<file path="src/rtl/uart_pkg.sv">
// Shared UART types and helpers: parity mode, receiver FSM states, parity compute.
// Used by the receiver and intended for reuse on the transmit side.
package uart_pkg;

  typedef enum logic [1:0] {
    PAR_NONE = 2'd0,
    PAR_ODD  = 2'd1,
    PAR_EVEN = 2'd2
  } parity_e;

  typedef enum logic [2:0] {
    IDLE,
    START,
    DATA,
    PARITY,
    STOP,
    BREAK
  } rx_state_e;

  localparam int MAX_DATA_BITS = 9;

  // Payload is zero-extended to the widest frame; the padding does not change the XOR.
  function automatic logic parity_calc(input logic [MAX_DATA_BITS-1:0] payload,
                                       input parity_e mode);
    logic x;
    x = ^payload;
    return (mode == PAR_ODD) ? ~x : x;
  endfunction

endpackage

</file>
<file path="src/rtl/uart_baud_tick.sv">
// Oversample tick divider: one-cycle tick every DIV clocks, restartable so the
// sampling phase can be aligned to an external event such as a start edge.
module uart_baud_tick #(
  parameter int CLK_FREQUENCY_HZ = 100000000,
  parameter int BAUD             = 115200,
  parameter int OVERSAMPLE       = 16
) (
  input  logic clk,
  input  logic rst,
  input  logic i_restart,
  output logic o_tick
);

  localparam int DIV   = CLK_FREQUENCY_HZ / (BAUD * OVERSAMPLE);
  localparam int CNT_W = (DIV > 1) ? $clog2(DIV) : 1;
  localparam logic [CNT_W-1:0] CNT_MAX = CNT_W'(DIV - 1);

  if (DIV < 1) begin : g_bad_div
    $error("uart_baud_tick: clock too slow for BAUD*OVERSAMPLE (DIV < 1)");
  end

  logic [CNT_W-1:0] r_cnt;

  always_ff @(posedge clk or negedge rst) begin
    if (!rst) begin
      r_cnt <= '0;
    end else if (i_restart || (r_cnt == CNT_MAX)) begin
      r_cnt <= '0;
    end else begin
      r_cnt <= r_cnt + CNT_W'(1);
    end
  end

  // A restart swallows any tick due in the same cycle so the new phase starts clean.
  assign o_tick = (r_cnt == CNT_MAX) && !i_restart;

endmodule

</file>
<file path="src/rtl/uart_rx_framed.sv">
// Parametrised UART receiver: oversampled majority-vote sampling, optional parity,
// 1 or 2 stop bits, valid/ready word output with parity/frame/overrun flags.
module uart_rx_framed #(
  parameter int CLK_FREQUENCY_HZ = 100000000,
  parameter int BAUD             = 115200,
  parameter int OVERSAMPLE       = 16,
  parameter int DATA_BITS        = 8,
  parameter int PARITY           = 0,
  parameter int STOP_BITS        = 1
) (
  input  logic                 clk,
  input  logic                 rst,
  input  logic                 uart_rx,
  output logic [DATA_BITS-1:0] data,
  output logic                 valid,
  input  logic                 ready,
  output logic                 parity_err,
  output logic                 frame_err,
  output logic                 overrun,
  output logic                 busy
);

  import uart_pkg::*;

  if ((OVERSAMPLE < 4) || ((OVERSAMPLE % 2) != 0)) begin : g_bad_os
    $error("uart_rx_framed: OVERSAMPLE must be even and >= 4");
  end
  if ((DATA_BITS < 5) || (DATA_BITS > MAX_DATA_BITS)) begin : g_bad_data
    $error("uart_rx_framed: DATA_BITS must be 5..9");
  end
  if ((PARITY < 0) || (PARITY > 2)) begin : g_bad_par
    $error("uart_rx_framed: PARITY must be 0, 1 or 2");
  end
  if ((STOP_BITS < 1) || (STOP_BITS > 2)) begin : g_bad_stop
    $error("uart_rx_framed: STOP_BITS must be 1 or 2");
  end

  localparam parity_e PAR_MODE = parity_e'(PARITY);
  localparam int OS_W = $clog2(OVERSAMPLE);
  localparam logic [OS_W-1:0] OS_LAST  = OS_W'(OVERSAMPLE - 1);
  localparam logic [OS_W-1:0] SAMP_LO  = OS_W'(OVERSAMPLE / 2 - 1);
  localparam logic [OS_W-1:0] SAMP_HI  = OS_W'(OVERSAMPLE / 2 + 1);
  localparam logic [3:0]      DATA_LAST = 4'(DATA_BITS - 1);
  localparam logic [3:0]      STOP_LAST = 4'(STOP_BITS - 1);

  logic                        r_sync1, r_rx_s, r_rx_prev;
  rx_state_e                   r_state, w_state_nxt;
  logic [OS_W-1:0]             r_os_cnt;
  logic [1:0]                  r_samp;
  logic [3:0]                  r_bit_cnt;
  logic [DATA_BITS-1:0]        r_shift;
  logic                        r_perr, r_ferr;
  logic [DATA_BITS-1:0]        r_data;
  logic                        r_valid, r_parity_err, r_frame_err, r_overrun;

  logic                        w_tick, w_restart, w_samp, w_dec, w_maj, w_par_exp;
  logic                        w_deliver, w_shift_en, w_par_en, w_stop_en;
  logic                        w_bit_inc, w_bit_clr;
  logic [MAX_DATA_BITS-1:0]    w_payload;

  uart_baud_tick #(
    .CLK_FREQUENCY_HZ (CLK_FREQUENCY_HZ),
    .BAUD             (BAUD),
    .OVERSAMPLE       (OVERSAMPLE)
  ) u_tick (
    .clk       (clk),
    .rst       (rst),
    .i_restart (w_restart),
    .o_tick    (w_tick)
  );

  always_ff @(posedge clk or negedge rst) begin
    if (!rst) begin
      r_sync1   <= 1'b1;
      r_rx_s    <= 1'b1;
      r_rx_prev <= 1'b1;
    end else begin
      r_sync1   <= uart_rx;
      r_rx_s    <= r_sync1;
      r_rx_prev <= r_rx_s;
    end
  end

  // The start edge counts as tick 0 of the bit, so ticks OS/2-1..OS/2+1 straddle mid-bit.
  assign w_samp    = w_tick && (r_os_cnt >= SAMP_LO) && (r_os_cnt <= SAMP_HI);
  assign w_dec     = w_tick && (r_os_cnt == SAMP_HI);
  assign w_maj     = (r_samp[1] & r_samp[0]) | (r_samp[1] & r_rx_s) | (r_samp[0] & r_rx_s);
  assign w_payload = MAX_DATA_BITS'(r_shift);
  assign w_par_exp = parity_calc(w_payload, PAR_MODE);

  always_ff @(posedge clk or negedge rst) begin
    if (!rst) begin
      r_state <= IDLE;
    end else begin
      r_state <= w_state_nxt;
    end
  end

  always_comb begin
    w_state_nxt = r_state;
    w_restart   = 1'b0;
    w_deliver   = 1'b0;
    w_shift_en  = 1'b0;
    w_par_en    = 1'b0;
    w_stop_en   = 1'b0;
    w_bit_inc   = 1'b0;
    w_bit_clr   = 1'b0;
    case (r_state)
      IDLE: begin
        if (r_rx_prev && !r_rx_s) begin
          w_restart   = 1'b1;
          w_state_nxt = START;
        end
      end
      START: begin
        if (w_dec) begin
          if (w_maj) begin
            w_state_nxt = IDLE;
          end else begin
            w_bit_clr   = 1'b1;
            w_state_nxt = DATA;
          end
        end
      end
      DATA: begin
        if (w_dec) begin
          w_shift_en = 1'b1;
          if (r_bit_cnt == DATA_LAST) begin
            w_bit_clr   = 1'b1;
            w_state_nxt = (PAR_MODE != PAR_NONE) ? uart_pkg::PARITY : STOP;
          end else begin
            w_bit_inc = 1'b1;
          end
        end
      end
      uart_pkg::PARITY: begin
        if (w_dec) begin
          w_par_en    = 1'b1;
          w_state_nxt = STOP;
        end
      end
      STOP: begin
        if (w_dec) begin
          w_stop_en = 1'b1;
          if (r_bit_cnt == STOP_LAST) begin
            w_deliver   = 1'b1;
            w_state_nxt = r_rx_s ? IDLE : BREAK;
          end else begin
            w_bit_inc = 1'b1;
          end
        end
      end
      BREAK: begin
        if (r_rx_s) begin
          w_state_nxt = IDLE;
        end
      end
      default: w_state_nxt = IDLE;
    endcase
  end

  always_ff @(posedge clk or negedge rst) begin
    if (!rst) begin
      r_os_cnt  <= '0;
      r_samp    <= 2'b11;
      r_bit_cnt <= '0;
      r_shift   <= '0;
      r_perr    <= 1'b0;
      r_ferr    <= 1'b0;
    end else begin
      if (w_restart) begin
        r_os_cnt <= OS_W'(1);
      end else if (w_tick) begin
        r_os_cnt <= (r_os_cnt == OS_LAST) ? '0 : r_os_cnt + OS_W'(1);
      end
      if (w_samp) begin
        r_samp <= {r_samp[0], r_rx_s};
      end
      if (w_bit_clr) begin
        r_bit_cnt <= '0;
      end else if (w_bit_inc) begin
        r_bit_cnt <= r_bit_cnt + 4'd1;
      end
      if (w_shift_en) begin
        r_shift <= {w_maj, r_shift[DATA_BITS-1:1]};
      end
      if (w_restart) begin
        r_perr <= 1'b0;
        r_ferr <= 1'b0;
      end else begin
        if (w_par_en) begin
          r_perr <= w_maj ^ w_par_exp;
        end
        if (w_stop_en && !w_maj) begin
          r_ferr <= 1'b1;
        end
      end
    end
  end

  // A word completing while the previous one is still unaccepted is dropped, not queued.
  always_ff @(posedge clk or negedge rst) begin
    if (!rst) begin
      r_data       <= '0;
      r_valid      <= 1'b0;
      r_parity_err <= 1'b0;
      r_frame_err  <= 1'b0;
      r_overrun    <= 1'b0;
    end else if (w_deliver) begin
      if (!r_valid || ready) begin
        r_data       <= r_shift;
        r_parity_err <= r_perr;
        r_frame_err  <= r_ferr | ~w_maj;
        r_valid      <= 1'b1;
      end else begin
        r_overrun <= 1'b1;
      end
    end else if (r_valid && ready) begin
      r_valid <= 1'b0;
    end
  end

  assign data       = r_data;
  assign valid      = r_valid;
  assign parity_err = r_parity_err;
  assign frame_err  = r_frame_err;
  assign overrun    = r_overrun;
  assign busy       = (r_state != IDLE);

endmodule

</file>
<file path="config.mk">
export PLATFORM = sky130hd
export DESIGN_NAME = uart_rx_framed
export DESIGN_NICKNAME = d
export VERILOG_FILES = /design/src/rtl/uart_pkg.sv /design/src/rtl/uart_baud_tick.sv /design/src/rtl/uart_rx_framed.sv
export SDC_FILE = /design/constraint.sdc
export NUM_CORES = 1
export LEC_CHECK = 0
export ABC_CLOCK_PERIOD_IN_PS = 1900
export CORE_UTILIZATION = 56
export CTS_BUF_LIST = sky130_fd_sc_hd__clkbuf_16
export DETAILED_ROUTE_END_ITERATION = 7
export DONT_BUFFER_PORTS = 1
export PLACE_DENSITY_LB_ADDON = 0.3
export SLEW_MARGIN = 20
export SYNTH_ARGS = -nofsm -noshare
export SYNTH_HDL_FRONTEND = slang
export SYNTH_SLANG_ARGS = --single-unit
</file>
<file path="constraint.sdc">
create_clock -name clk -period 1.9 [get_ports clk]
set_input_delay 0.475 -clock clk [delete_from_list [all_inputs] [get_ports clk]]
set_output_delay 0.475 -clock clk [all_outputs]
set_load 0.005 [all_outputs]
</file>
==> results of run 1 <==
## Yosys cell counts (2+ instances only)
| master | n |
|---|---|
| mux2_2 | 6 |
| xor2_1 | 5 |
| a21oi_1 | 6 |
| mux2i_1 | 3 |
| o21ai_0 | 4 |
| o2bb2ai_1 | 2 |
| ha_1 | 7 |
| nand2_1 | 7 |
| xnor2_1 | 9 |
| dfstp_2 | 5 |
| mux2_4 | 8 |
| nor2_1 | 21 |
| dfrtp_1 | 39 |
| nand3_1 | 10 |
| mux2_1 | 5 |
| a32o_1 | 2 |
| nand2_2 | 2 |
| inv_1 | 8 |
| or3b_2 | 2 |
| nand4_1 | 3 |
| buf_6 | 2 |
| nand2b_1 | 3 |
| nand3b_1 | 2 |
## state kept, by name (all words and copies together) (netlist names), 2 cells and up
signal	flops
r_shift	8
r_bit_cnt	4
u_tick.r_cnt	6
r_state	3
data	8
r_os_cnt	4
r_samp	2
## stage by stage
stage / cells / area [µm²]
after floorplan: 184 / 2200
after global placement: 240 / 2320
after detailed placement: 240 / 2320
after CTS: 251 / 2530
after global routing: 251 / 2560
final: 251 / 2560
## timing repair
| action | 4_1_cts | 5_1_grt |
|---|---|---|
| pin swaps | 1 | 3 |
| gates resized for setup | 3 | 7 |
| endpoints found under the setup margin | 8 | 30 |
| endpoints found under the hold margin | 39 | 0 |
| hold buffers | 1 | 0 |
| buffers inserted | 2 | 0 |
## final cells by class
| type | count | area [µm²] | area share [%] |
|---|---|---|---|
| timing repair buffer | 16 | 140 | 5.48 |
| multi-input combinational | 127 | 1050 | 41.2 |
| clock inverter | 3 | 42.5 | 1.66 |
| sequential | 44 | 1110 | 43.3 |
| tap | 48 | 60.1 | 2.35 |
| clock buffer | 5 | 125 | 4.89 |
| inverter | 8 | 30.0 | 1.17 |
## power by group
group,leakage (nW),internal (mW),switching [mW]
clock,0.0798,0.616,0.332
combinational,0.530,0.178,0.210
sequential,0.577,1.03,0.109
total,1.19,1.82,0.651
## how the worst max path moves through the flow
stage	from	slack [ps]	cells past startpoint	to
after global placement	r_bit_cnt[0]	40	7	data[2]
after floorplan	r_os_cnt[1]	-10	7	data[1]
final	r_bit_cnt[0]	20	7	data[3]
after global routing	r_bit_cnt[0]	-70	7	data[3]
after CTS	r_os_cnt[1]	10	7	data[3]
after detailed placement	r_bit_cnt[0]	-30	7	data[3]
## cells by family (layout without fill, tap and decap cells)
kind of cell	Yosys count	in the layout
AND/OR/NAND/NOR	63	63
flip-flops	44	44
multiplexers	22	22
AO/OA/AOI/OAI	19	19
XOR/XNOR	15	15
buffers and inverters	13	32
adder cells (fa/ha/maj)	8	8
## worst max-delay path, stage by stage, from the launching register on
cell     delay, ps
dfrtp_1        400
inv_2           70
ha_1           140
nor3b_4        210
nand3_2        140
nor3b_4        310
buf_6          180
mux2_4         300
## layer usage
layer | vias up | track usage (%) | part of all wire [%]
met2 | 30 | 38.0 | 51
met3 | 7 | 7.04 | 4.3
li1 | 668 | - | -
met1 | 714 | 26.7 | 42
met5 | - | 0 | 0
met4 | 0 | 9.44 | 1.8
==> run summary, run 1 <==
first-pass iteration count of the detailed router -> 4
Final Hold Fails -> 0
Worst-Skew Late Latency -> 280 ps
maximum clock frequency -> 532 MHz
chip height -> 64.6 µm
fin. max-slew vios -> 0
synthesized net count -> 195
port bufs -> 0
Clk Tree Root Cell -> clkbuf_16
Sink Count -> 44
Async S/R FF share, synth -> 100%
final setup margin -> 21.4 ps
Worst Clk Skew -> 3.68 ps
largest net degree at the start of global routing -> 40
area leader, netlist -> dfrtp_1
number of setup violations in the final report -> 0
number of synthesized flops with an enable pin -> 0
fillers -> 265
Rel. slew slack -> 71.5%
post-synthesis mux area share -> 12.5%
crit start category -> flop
sequential element share of the synthesized area -> 50.5%
DRT Wirelength -> 4110 µm
CP required -> 2070 ps
Tmin final -> 1880 ps
routed vias/inst -> 5.65
Area Overhead vs Synth -> 16.7%
crit share post-route -> 98.9%
Chip Width -> 64.6 µm
adder-cell share of the synthesized area -> 4.45%
Worst R2R Start -> r_bit_cnt[0]
crit-path max FO -> 5
Synth Register Bits -> 44
Starting Density -> 59.0%
vias in the first global route -> 1,432
max-cap viol count -> 0
Placer Congestion -> 0.792
worst reg2reg path endpoint -> data[3]
Worst setup EP type -> flop
Hold Slack -> 29.1 ps
Power, Total -> 2.48 mW
CTS Buf Count -> 5
first-pass GRT wire length -> 6820 µm
Slew @ Worst Pin -> 425 ps
GRT Overall Usage -> 22.6%
Hold WC Path Type -> input port to asynchronous set/reset pin
Ports -> 17
Routed Antenna Nets -> 0
XOR/XNOR Fraction of Synth Area -> 6.62%
post-synthesis simple-gate area fraction -> 16.5%
gr ovfl total -> 0
Synth Area in Compound Gates -> 5.99%
Syn Inst Count -> 184
Initial DRC Count -> 113
final net count -> 213
average wire per standard cell -> 16.4 µm
Main synth FF type -> dfrtp_1
commonest non-fill, non-tap cell in the layout -> dfrtp_1
area share of the largest cell type after synthesis -> 44.5%
Mapped Avg Cell Area -> 11.9 µm²
Final Core Density -> 68.9%
Area contributors post-synth -> dfrtp_1 (45%), dfstp_2 (6.0%), mux2_4 (5.5%), ha_1 (4.0%), nor2_1 (3.6%)
antenna violations before repair -> 0
CP arrival -> 2050 ps
clock tree buffer depth -> 2
Reg clk slew, reported paths -> 60 ps
Peak supply drop -> 0.000645 V
post-DP HPWL -> 2840 µm
CORE AREA -> 3720 µm²
main combinational cell family by area after synthesis -> simple AND/OR/NAND/NOR gates
TritonCTS clock tree -> yes
leakage power total -> 1.19 nW
Synth Cell Area -> 2190 µm²
ANT cells -> 0
Fin Setup TNS -> 0 ps
DRC viols -> 0
most frequent cells in the layout -> dfrtp_1 (39), nor2_1 (21), buf_4 (13)
crit path kind -> flop to flop
yosys warns -> 0
internal reg-to-reg setup slack -> 20 ps
Yosys cell types -> 46
Post-Place Setup Slack -> -33.6 ps
Die ar. -> 4170 µm²
pwr dens -> 968 nW/µm²
row count -> 22
H-tree lvl count -> 2
RSZ-0062 raised after global routing -> true
vias after detailed routing -> 1,419
outcome -> completed
R2R depth -> 7
share of post-route cells with drive strength above 1 -> 30.0%
Power figures use the tool's default switching activity.
==> inputs of run 2 (changes only) <==
Settings changed: GPL_TIMING_DRIVEN set to 0.
==> run 2 against run 1 <==
Setup slack improved by 27 ps. Global-route usage fell by 1.1 points. Clock power rose by 1%. Critical path depth did not move. Final cell count rose by 1.6%. Non-clock buffer count rose by 4. Clock-buffer cell count did not move. Sequential power barely moved. Clock skew rose by 0.88 ps. Total power rose by 4.5%. Sequential cell count did not move. Sequential share of layout area fell by 0.94 points. Critical path type unchanged. Critical endpoint is now data[5]. Largest cell class unchanged. Largest power group unchanged. Highest routed layer unchanged.
==> run summary, run 2 (synthesized netlist as in run 1, its figures left out) <==
outcome -> completed
Chip Width -> 64.6 µm
crit path cell chain -> inv_2 > ha_1 > nor3b_4 > nand3_2 > nor3b_4 > buf_6 > mux2_4
crit share post-route -> 97.5%
port bufs -> 0
row count -> 22
Sw Share -> 26.9%
maximum clock frequency -> 540 MHz
largest net degree at the start of global routing -> 40
Rel. slew slack -> 71.1%
ANT cells -> 0
Reg clk slew, reported paths -> 60 ps
Peak supply drop -> 0.000596 V
Sink Count -> 44
CP required -> 2070 ps
Hold Slack -> 27.7 ps
Starting Density -> 59.0%
R2R depth -> 7
Hold WC Path Type -> input port to asynchronous set/reset pin
Slew @ Worst Pin -> 432 ps
Clk Tree Root Cell -> clkbuf_16
DP Area -> 2260 µm²
Area Overhead vs Synth -> 19.6%
first-pass GRT wire length -> 6600 µm
crit path kind -> flop to flop
routed vias/inst -> 5.61
Worst setup EP type -> flop
CP peak stage delay -> 400 ps
Final Hold Fails -> 0
number of setup violations in the final report -> 0
fin. max-slew vios -> 0
Placer Congestion -> 0.980
leakage power total -> 1.21 nW
met2 WL -> 2010 µm
commonest non-fill, non-tap cell in the layout -> dfrtp_1
Tmin final -> 1850 ps
CORE AREA -> 3720 µm²
wire length on met1 -> 1840 µm
average wire per standard cell -> 15.9 µm
P_int -> 1.89 mW
H-tree lvl count -> 2
Ports -> 17
CP arrival -> 2020 ps
post-route design area -> 2620 µm²
wire length on met3 -> 161 µm
sw power -> 0.696 mW
most frequent cells in the layout -> dfrtp_1 (37), nor2_1 (20), buf_4 (13)
Worst setup startpoint -> r_bit_cnt[0]
GRT Overall Usage -> 21.5%
Worst Clk Skew -> 4.55 ps
slowest cell on the critical path -> dfrtp_1
pwr dens -> 987 nW/µm²
clock network power share -> 37.1%
crit start category -> flop
top layer in use -> met4
share of post-route cells with drive strength above 1 -> 34.3%
Comb power frac -> 19.4%
Routed Antenna Nets -> 0
Worst R2R Start -> r_bit_cnt[0]
worst reg2reg path endpoint -> data[5]
DRT Wirelength -> 4050 µm
max-cap viol count -> 0
Initial DRC Count -> 112
Worst-Skew Late Latency -> 280 ps
fillers -> 238
Most Frequent Cell on Critical Path -> nor3b_4
DRC viols -> 0
internal reg-to-reg setup slack -> 50 ps
gr ovfl total -> 0
post-DP HPWL -> 2530 µm
crit-path max FO -> 5
Die ar. -> 4170 µm²
CTS Buf Count -> 5
chip height -> 64.6 µm
vias after detailed routing -> 1,430
Reg power frac -> 43.5%
TritonCTS clock tree -> yes
clock tree buffer depth -> 2
first-pass iteration count of the detailed router -> 4
vias in the first global route -> 1,420
antenna violations before repair -> 0
final net count -> 217
[run 2: changes by cell type in the layout (fill, tap and decap cells not counted), sizes merged]
cell	before	now
buf	16	19
clkbuf	5	6
[run 2: layer usage]
layer / track usage, % / up-vias
met2: 34.7 / 30
met3: 6.51 / 4
met5: 0 / -
met1: 26.8 / 712
met4: 9.17 / 0
li1: - / 684
[run 2: worst max path at each step]
| stage | depth (start not counted) | to | slack [ps] |
|---|---|---|---|
| finish | 7 | data[5] | 50 |
| global route | 7 | data[5] | -20 |
| CTS | 7 | data[5] | -30 |
| detailed placement | 7 | data[5] | -270 |
| global placement | 7 | data[2] | -190 |
| floorplan | 7 | data[1] | -10 |
[run 2: critical path: cells and delay by family (launching register included)]
family	cells	cell delay, ps
simple gates	3	650
flops	1	400
mux	1	300
buf+inv	2	250
fa+ha+maj	1	140
[run 2: repair_timing]
item,4_1_cts,5_1_grt
hold endpoints to repair,39,0
setup endpoints to repair,23,27
pin swaps,4,5
setup buffers,6,7
cloned,1,0
hold buffers,1,0
resized for setup,7,13
[run 2: cell type report]
| class | count | area (µm²) | area share, % |
|---|---|---|---|
| clock inverter | 3 | 42.5 | 1.62 |
| inverter | 8 | 30.0 | 1.15 |
| buffer | 5 | 46.3 | 1.77 |
| timing repair buffer | 15 | 129 | 4.92 |
| sequential | 44 | 1110 | 42.3 |
| tap | 48 | 60.1 | 2.29 |
| multi-input combinational | 127 | 1080 | 41.1 |
| clock buffer | 5 | 125 | 4.77 |
[run 2: metrics by stage]
| step | TNS [ps] | total power, mW | setup WS [ps] | std cells | utilization, % |
|---|---|---|---|---|---|
| after floorplan | -95.8 | 1.44 | -12.0 | 184 | - |
| after global placement | -2650 | 1.49 | -194 | 232 | 60.9 |
| after detailed placement | -3880 | 1.53 | -267 | 232 | 60.9 |
| after CTS | -156 | 2.58 | -32.6 | 248 | 68.1 |
| after global routing | -110 | 2.70 | -22.2 | 255 | 70.5 |
| final | 0 | 2.59 | 48.3 | 255 | 70.5 |
[run 2: power groups by stage]
| stage | logic (mW) | registers [mW] | clock network (mW) |
|---|---|---|---|
| after floorplan | 0.316 | 1.12 | 0 |
| after global placement | 0.353 | 1.13 | 0 |
| after detailed placement | 0.383 | 1.15 | 0 |
| after CTS | 0.471 | 1.13 | 0.978 |
| after global routing | 0.553 | 1.13 | 1.02 |
| final | 0.502 | 1.12 | 0.961 |
==> inputs of run 3 (changes only) <==
Settings changed: CAP_MARGIN set to 20.
==> results of run 3 <==
The final DEF is identical to that of run 2; final timing and power are the same.
